File: config.mk
export PLATFORM = sky130hd
export DESIGN_NAME = dma_csr_bank
export DESIGN_NICKNAME = d
export VERILOG_FILES = /design/src/rtl/dma_csr_bank.sv
export SDC_FILE = /design/constraint.sdc
export NUM_CORES = 1
export LEC_CHECK = 0
export CAP_MARGIN = 20
export CORE_UTILIZATION = 50
export CTS_CLUSTER_SIZE = 16
export DETAILED_ROUTE_END_ITERATION = 6
export PLACE_DENSITY = 0.82
export SYNTH_ARGS = -nofsm -noshare
export SYNTH_HDL_FRONTEND = slang
export SYNTH_SLANG_ARGS = --single-unit
File: constraint.sdc
create_clock -name clk -period 6.33 [get_ports clk]
set_clock_uncertainty 0.05 [all_clocks]
set_input_delay 0.633 -clock clk [delete_from_list [all_inputs] [get_ports clk]]
set_output_delay 0.633 -clock clk [all_outputs]
set_load 0.03 [all_outputs]
File: src/rtl/dma_csr_bank.sv
// dma_csr_bank: multi-channel DMA control/status register bank.
// Holds per-channel SRC/DST/LEN/CTRL registers plus a shared W1C interrupt
// status, interrupt enable and ID register, and drives the transfer engines.
//
// Bus handshake: wr_en and rd_en are single-cycle strobes with no
// backpressure, so every access is consumed in the cycle it is presented.
// A read presented in cycle T answers with rvalid=1 and rdata in T+1; err
// reports a rejected access in T+1. rdata holds between responses.
module dma_csr_bank #(
  parameter int          NUM_CH   = 4,
  parameter int          LEN_W    = 16,
  parameter logic [31:0] ID_VALUE = 32'h444D_0002
) (
  input  logic                    clk,
  input  logic                    rst_n,
  input  logic                    wr_en,
  input  logic                    rd_en,
  input  logic [31:0]             addr,
  input  logic [31:0]             wdata,
  output logic [31:0]             rdata,
  output logic                    rvalid,
  output logic                    err,
  output logic [NUM_CH*32-1:0]    ch_src,
  output logic [NUM_CH*32-1:0]    ch_dst,
  output logic [NUM_CH*LEN_W-1:0] ch_len,
  output logic [NUM_CH*2-1:0]     ch_mode,
  output logic [NUM_CH-1:0]       ch_start,
  input  logic [NUM_CH-1:0]       ch_done,
  output logic                    irq
);

  logic [NUM_CH*32-1:0]    src_q, src_d, dst_q, dst_d;
  logic [NUM_CH*LEN_W-1:0] len_q, len_d;
  logic [NUM_CH*2-1:0]     mode_q, mode_d;
  logic [NUM_CH-1:0]       busy_q, busy_d, start_q, start_d;
  logic [NUM_CH-1:0]       stat_q, stat_d, en_q, en_d;
  logic [31:0]             rdata_q, rdata_d, rd_val;
  logic                    rvalid_q, rvalid_d, err_q, err_d, irq_q, irq_d;

  logic        base_ok, ch_hit, stat_hit, en_hit, id_hit, mapped;
  logic [3:0]  idx;
  logic [1:0]  reg_sel;
  logic [15:0] busy_ext;
  logic        idx_busy, wr_acc, rd_acc;

  // Address decode: channel window below 0x100, global registers above.
  assign base_ok  = (addr[31:9] == 23'd0) && (addr[1:0] == 2'd0);
  assign idx      = addr[7:4];
  assign reg_sel  = addr[3:2];
  assign ch_hit   = base_ok && !addr[8] && (int'(idx) < NUM_CH);
  assign stat_hit = base_ok && addr[8] && (addr[7:2] == 6'h00);
  assign en_hit   = base_ok && addr[8] && (addr[7:2] == 6'h01);
  assign id_hit   = base_ok && addr[8] && (addr[7:2] == 6'h02);
  assign mapped   = ch_hit || stat_hit || en_hit || id_hit;

  // A busy channel locks all of its registers against writes.
  assign busy_ext = 16'(busy_q);
  assign idx_busy = busy_ext[idx];
  assign wr_acc   = wr_en && mapped && !id_hit && !(ch_hit && idx_busy);
  assign rd_acc   = rd_en && !wr_en;

  // Read mux: current register contents, zero for unmapped addresses.
  always_comb begin
    rd_val = 32'd0;
    for (int n = 0; n < NUM_CH; n++) begin
      if (ch_hit && (int'(idx) == n)) begin
        case (reg_sel)
          2'd0:    rd_val = src_q[n*32 +: 32];
          2'd1:    rd_val = dst_q[n*32 +: 32];
          2'd2:    rd_val = 32'(len_q[n*LEN_W +: LEN_W]);
          default: rd_val = {28'd0, mode_q[n*2 +: 2], busy_q[n], 1'b0};
        endcase
      end
    end
    if (stat_hit)    rd_val = 32'(stat_q);
    else if (en_hit) rd_val = 32'(en_q);
    else if (id_hit) rd_val = ID_VALUE;
  end

  // Next-state logic: accepted writes, start/busy tracking, interrupt status.
  always_comb begin
    src_d   = src_q;
    dst_d   = dst_q;
    len_d   = len_q;
    mode_d  = mode_q;
    busy_d  = busy_q & ~ch_done;
    start_d = '0;
    stat_d  = stat_q;
    en_d    = en_q;
    for (int n = 0; n < NUM_CH; n++) begin
      if (wr_acc && ch_hit && (int'(idx) == n)) begin
        case (reg_sel)
          2'd0: src_d[n*32 +: 32] = wdata;
          2'd1: dst_d[n*32 +: 32] = wdata;
          2'd2: len_d[n*LEN_W +: LEN_W] = wdata[LEN_W-1:0];
          default: begin
            mode_d[n*2 +: 2] = wdata[3:2];
            if (wdata[0]) begin
              start_d[n] = 1'b1;
              busy_d[n]  = 1'b1;
            end
          end
        endcase
      end
    end
    if (wr_acc && stat_hit) stat_d = stat_q & ~wdata[NUM_CH-1:0];
    if (wr_acc && en_hit)   en_d   = wdata[NUM_CH-1:0];
    // A completion in the same cycle as a clear keeps its bit set.
    stat_d   = stat_d | ch_done;
    irq_d    = |(stat_q & en_q);
    rvalid_d = rd_acc;
    rdata_d  = rd_acc ? rd_val : rdata_q;
    err_d    = (wr_en && (rd_en || !wr_acc)) || (rd_en && !mapped);
  end

  // State registers with asynchronous active-low reset.
  always_ff @(posedge clk or negedge rst_n) begin
    if (!rst_n) begin
      src_q    <= '0;
      dst_q    <= '0;
      len_q    <= '0;
      mode_q   <= '0;
      busy_q   <= '0;
      start_q  <= '0;
      stat_q   <= '0;
      en_q     <= '0;
      rdata_q  <= '0;
      rvalid_q <= 1'b0;
      err_q    <= 1'b0;
      irq_q    <= 1'b0;
    end else begin
      src_q    <= src_d;
      dst_q    <= dst_d;
      len_q    <= len_d;
      mode_q   <= mode_d;
      busy_q   <= busy_d;
      start_q  <= start_d;
      stat_q   <= stat_d;
      en_q     <= en_d;
      rdata_q  <= rdata_d;
      rvalid_q <= rvalid_d;
      err_q    <= err_d;
      irq_q    <= irq_d;
    end
  end

  assign ch_src   = src_q;
  assign ch_dst   = dst_q;
  assign ch_len   = len_q;
  assign ch_mode  = mode_q;
  assign ch_start = start_q;
  assign rdata    = rdata_q;
  assign rvalid   = rvalid_q;
  assign err      = err_q;
  assign irq      = irq_q;

endmodule

[Word level (Yosys, flattened, before mapping)]
Index checks and enable logic that the tools add are counted.
Storage, ports and cells
  flip-flop bits (word level): 379
  bits of input ports: 72
  output and inout port bits: 367
  word-level logic and storage cells: 131
Operators by class
  magnitude comparators: 2
  equality and inequality tests: 7
  multiplexer cells: 32
  bitwise operators: 7
  reductions and logical operators: 59
Operators by type and width (number)
  32-bit one-hot mux with 3 select lines: 4
  32-bit two-way mux: 7
  2-bit AND reduction: 16
  1-bit logical AND: 25
  23-bit logical NOT: 1
  1-bit two-way mux: 19
  4-bit bitwise AND: 3
  4-bit by 3-bit equality test with 1-bit output, second input constant: 2
  4-bit inverter: 2
  6-bit by 1-bit equality test with 1-bit output, second input constant: 1
  6-bit by 2-bit equality test with 1-bit output, second input constant: 1
  1-bit logical NOT: 6
  6-bit logical NOT: 1
  1-bit logical OR: 5
  4-bit by 5-bit less-than comparator with 1-bit output, second input constant: 1
  1-bit binary-select mux with 4-bit select: 1
  4-bit by 2-bit equality test with 1-bit output, second input constant: 1
  2-bit logical NOT: 2
  4-bit logical NOT: 1
  4-bit by 3-bit less-than comparator with 1-bit output, second input constant: 1
  4-bit two-way mux: 1
  4-bit OR: 1
  4-bit OR reduction: 1
  3-bit OR reduction: 1
  other kinds (3): 3

[Logic depth before layout (Yosys ltp)]
  depth after elaboration: 14
  mapped depth: 10
  mapped depth without buffers: 6

[Worst setup path after synthesis]
No wires, ideal clock.
  kind: input -> register
  start: input port addr[27]
  end: register src_q[1] (netlist: ch_src[1])
  setup time: 0.125 ns
  arrival time: 2.591 ns
  data required time: 6.155 ns
  path slack: 3.564 ns
  cell stages on the path: 9
  path buffers: 3
  path through: nor4_1 > nand3_1 > or4_4 > nor2b_2 > buf_6 > and3_1 > clkbuf_2 > buf_4 > mux2_2
Between the ends
  longest elaborated chain between the ends: 13
  elaborated cells on any way between the ends: 20
  classes of those cells: 20 x reduce/logical
Ends and longest elaborated chain
  start, declared: RTL line 18  | input logic [31:0] addr,
  23-bit logical NOT (*): RTL line 47  | assign base_ok = (addr[31:9] == 23'd0) && (addr[1:0] == 2'd0);
  1-bit logical AND (*): RTL line 47
  1-bit logical AND, on equally long branches
  1-bit logical AND, on equally long branches: RTL line 50, 51
  1-bit logical OR (3 in series): RTL line 54  | assign mapped = ch_hit || stat_hit || en_hit || id_hit;
  1-bit logical AND (3 in series): RTL line 59  | assign wr_acc = wr_en && mapped && !id_hit && !(ch_hit && idx_busy);
  1-bit logical AND (*) (2 in series): RTL line 91  | if (wr_acc && ch_hit && (int'(idx) == n)) begin
  2-bit AND reduction (no line) (*)
  end signal, assigned: RTL line 132  | src_q <= src_d;
  end, declared: RTL line 32  | logic [NUM_CH*32-1:0] src_q, src_d, dst_q, dst_d;
Mark *: on every way between the ends. The rest lies on a longest branch, timed or not.
A chain may end at the register's enable or synchronous reset.

[Final worst setup path]
  start: input port addr[5]
  end: register dst_q[118] (netlist: ch_dst[118])
Between the ends
  longest elaborated chain between the ends: 11
  elaborated cells on any way between the ends: 23
  classes of those cells: 1 x order compare; 3 x eq/ne; 2 x mux; 17 x reduce/logical
Ends and longest elaborated chain
  4-bit by 3-bit less-than comparator with 1-bit output / 6-bit logical NOT (equally long branches): RTL line 50, 51
  1-bit logical AND, on equally long branches: RTL line 50, 51
  1-bit logical OR (3 in series): RTL line 54
  1-bit logical AND (3 in series): RTL line 59
  1-bit logical AND: RTL line 91
  1-bit logical AND (*): RTL line 91
  2-bit AND reduction (no line) (*)
  end signal, assigned: RTL line 133  | dst_q <= dst_d;
  end, declared: RTL line 32
Mark *: on every way between the ends. The rest lies on a longest branch, timed or not. The select of a mux whose other input is x is not followed.

==> qor.yml <==
status: "completed"
final-hold-violation-count: 0
path_buf_inv: 1
worstPathArrival_ns: 4.66
worstRegToRegCells: 5
grt_pass1_wl_um: 84700
finish.net_count: 1755
post-route-min-period_ns: 4.30
max-vdd-ir-drop_uv: 278
tns_ns: 0
yosysUniqueCellTypes: 48
fill_cells: 2395
final_area_mm2: 0.0233
final_layout_size_suffix_gt1_share_pct: 26.5
dp_hpwl_um: 36600
reg2reg_slack_ns: 2.66
p_per_area_mw_per_mm2: 224
clkTransAtPathRegs_ns: 0.06
avgViaCountPerCell: 5.99
ant_nets: 0
cp-endpoint: "ch_dst[118]$_DFFE_PN0P_"
grt_max_degree: 190
crit_start: "addr[5]"
insertion_delay_ns: 0.53
cts_tree: "yes"
dr.pass1.iters: 5
cts_root_buf: "clkbuf_16"
startpoint_type: "input pin"
synthesis.nets: 1369
cts_buffers: 40
htreeDepth: 2
path_max_fanout: 49
finalNonFillerCells: 2162
synth_warnings: 0
crit_chain: "buf_4, mux2_2, o21ai_0, nor2b_2, nand4_4, mux2_1"
core_mm2: 0.0339
grt_pass1_vias: 13400
syn_to_final_growth_pct: 34.4
antenna_found_initial: 0
cpPeakStageDelay_ns: 0.96
synthXorXnorAreaFrac_pct: 0
grt_usage_pct: 31.6
synthAdderAreaFrac_pct: 0
rr_startpoint: "busy_q[2]$_DFF_PN0_"
syn_area_mm2: 0.0174
ys_ff_latch: 379
cp_top_family: "simple AND/OR/NAND/NOR gates"
gp_congestion: 0.900
leakagePower_nw: 10.7
port_buffers: 438
grt-ovfl-total: 0
cp-end-kind: "flip-flop"
dpl_cell_area_mm2: 0.0219
syn_area_per_cell_um2: 13.4
clock-sinks: 379
vias: 13000
dp.cells: 2087
fin_crit_sh_pct: 67.9
synth_top_family_by_area: "multiplexers"
ctsLongestPathBuffers: 3
cts-hold-fix-buffers: 0
hold_class: "input pin to async pin"
drt_wl_total_um: 56400
setup_viol: 0
die_area_mm2: 0.0355
worstMarginPinSlew_ns: 1.13
yosys.area_share.simple_pct: 5.35
slowest_stage: "nand4_4"
die_x_um: 188
drv_slew: 0
die_h_um: 188
synth_mux_area_share_pct: 31.2
routedWlPerCell_um: 26.1
yosysSeqAreaShare_pct: 54.6
multi_input_area_mm2: 0.00732
synth-compound-area-share_pct: 5.46
criticalPathCategory: "input pin to flip-flop"
drc_errors: 0
cp_num_cells: 6
ios: 439
ctsResizeCount: 0
register_area_mm2: 0.00948
drtIter0Drc: 804
rows: 67
rsz0062_at_grt: "false"
relSlewSlack_pct: 24.6
syn_inst: 1297
fmax_ghz: 0.233
worstPathRequired_ns: 6.69
drv_cap: 0
post_cts_buffers: 0
antennaDiodeCount: 0
r2r-end: "ch_dst[118]$_DFFE_PN0P_"
initial_core_util_pct: 51.2
## cells in the final DEF, fill, tap and decap left out, drive strengths merged, types with 6 or more instances in the layout
cell type      synthesis  layout
nor2b                  8       8
nand2                 36      36
a21o                   7       7
nor3                   6       6
o22a                   6       6
nor4                   6       6
nand2b                 9       9
inv                    9      10
nor2                  76      76
mux2                 339     339
o22ai                 25      25
a21oi                 65      65
mux2i                 94      94
mux4                  29      29
clkdlybuf4s50          0     433
bufinv                 0       7
dfrtp                379     379
a22oi                  8       8
clkbuf                50      59
nand3                 17      17
buf                   53      14
o21ai                 36      36
## area by class of cell
| type | instances | area share [%] |
|---|---|---|
| clock buffers | 59 | 4.98 |
| clock inverters | 14 | 1.14 |
| inverters | 9 | 0.145 |
| multi-input cells | 806 | 31.4 |
| flip-flops and latches | 379 | 40.7 |
| well taps | 448 | 2.40 |
| repair buffers | 447 | 19.3 |
## power breakdown
group          leakage, nW  internal [mW]  total (mW)  switching [mW]
clock network        0.696           1.56        2.55           0.982
registers             5.27           2.42        2.42        0.000523
logic                 4.71         0.0757       0.245           0.170
total                 10.7           4.06        5.22            1.15
## worst reg2reg max path: stages (launching register included)
cell	delay [ns]
dfrtp_1	0.39
mux2_2	0.28
o21ai_0	0.29
nor2b_2	0.93
nand4_4	0.97
mux2_1	0.66
## worst min-delay path by stage
stage                                        end  slack [ns]             startpoint  cells past startpoint
final                     ch_len[19]$_DFFE_PN0P_        0.11                  rst_n                      1
after global routing      ch_dst[34]$_DFFE_PN0P_        0.19                  rst_n                      1
after CTS                   rdata[2]$_DFFE_PN0P_        0.18                  rst_n                      1
after detailed placement    rdata[6]$_DFFE_PN0P_        0.42   rdata[6]$_DFFE_PN0P_                      2
after global placement     rdata[25]$_DFFE_PN0P_        0.41  rdata[25]$_DFFE_PN0P_                      2
after floorplan              busy_q[0]$_DFF_PN0_        0.29                  rst_n                      0
## metal layers
metal / wire length, µm / up-vias / global-route usage, %
met4: 2480 / 0 / 14.0
met3: 5220 / 144 / 8.83
met5: 0 / - / 0
li1: - / 5501 / -
met1: 21700 / 6660 / 39.4
met2: 27000 / 653 / 51.5
## stage by stage
| step | utilization [%] | hold slack [ns] | setup WS [ns] | total power [mW] |
|---|---|---|---|---|
| after floorplan | - | 0.287 | 3.56 | 2.57 |
| after global placement | 64.5 | 0.412 | 1.61 | 2.71 |
| after detailed placement | 64.5 | 0.420 | 1.53 | 2.71 |
| after CTS | 68.8 | 0.179 | 2.06 | 5.24 |
| after global routing | 68.9 | 0.192 | 1.93 | 5.36 |
| final | 68.9 | 0.107 | 2.03 | 5.22 |
## synthesized netlist by cell type (all sizes together)
library cell | number | share of area [%]
buf | 53 | 2.1
dfrtp | 379 | 55
clkbuf | 50 | 1.1
nand3b | 1 | 0.043
o22ai | 25 | 0.90
nor4 | 6 | 0.22
or4 | 1 | 0.065
o221ai | 2 | 0.10
a22oi | 8 | 0.35
a22o | 1 | 0.050
o21ai | 36 | 1.0
nand4b | 1 | 0.050
mux4 | 29 | 3.8
a31oi | 1 | 0.036
o311ai | 2 | 0.10
o21a | 1 | 0.043
and3 | 5 | 0.18
or2 | 5 | 0.18
o22a | 6 | 0.30
nand2b | 9 | 0.32
nand4 | 5 | 0.29
o211ai | 2 | 0.086
or4b | 1 | 0.058
nand2 | 36 | 0.78
a21o | 7 | 0.30
nor2 | 76 | 1.6
nor3 | 6 | 0.17
or3 | 4 | 0.14
nor2b | 8 | 0.30
inv | 9 | 0.19
a211oi | 3 | 0.13
o41ai | 1 | 0.050
mux2 | 339 | 22
a2111oi | 1 | 0.050
o32ai | 1 | 0.050
nand3 | 17 | 0.85
or3b | 1 | 0.050
mux2i | 94 | 5.4
a21oi | 65 | 1.9
## cells by family after synthesis
| group | after synthesis |
|---|---|
| mux | 462 |
| flops | 379 |
| simple gates | 182 |
| compound gates | 162 |
| buf+inv | 112 |
## sequential cells by signal, indices dropped and copies added, names as in the netlist
register  flops
ch_dst      128
ch_mode       8
busy_q        4
ch_len       64
en_q          4
err           1
ch_src      128
irq           1
rdata        32
rvalid        1
stat_q        4
ch_start      4
(Power assumes the default switching activity.)
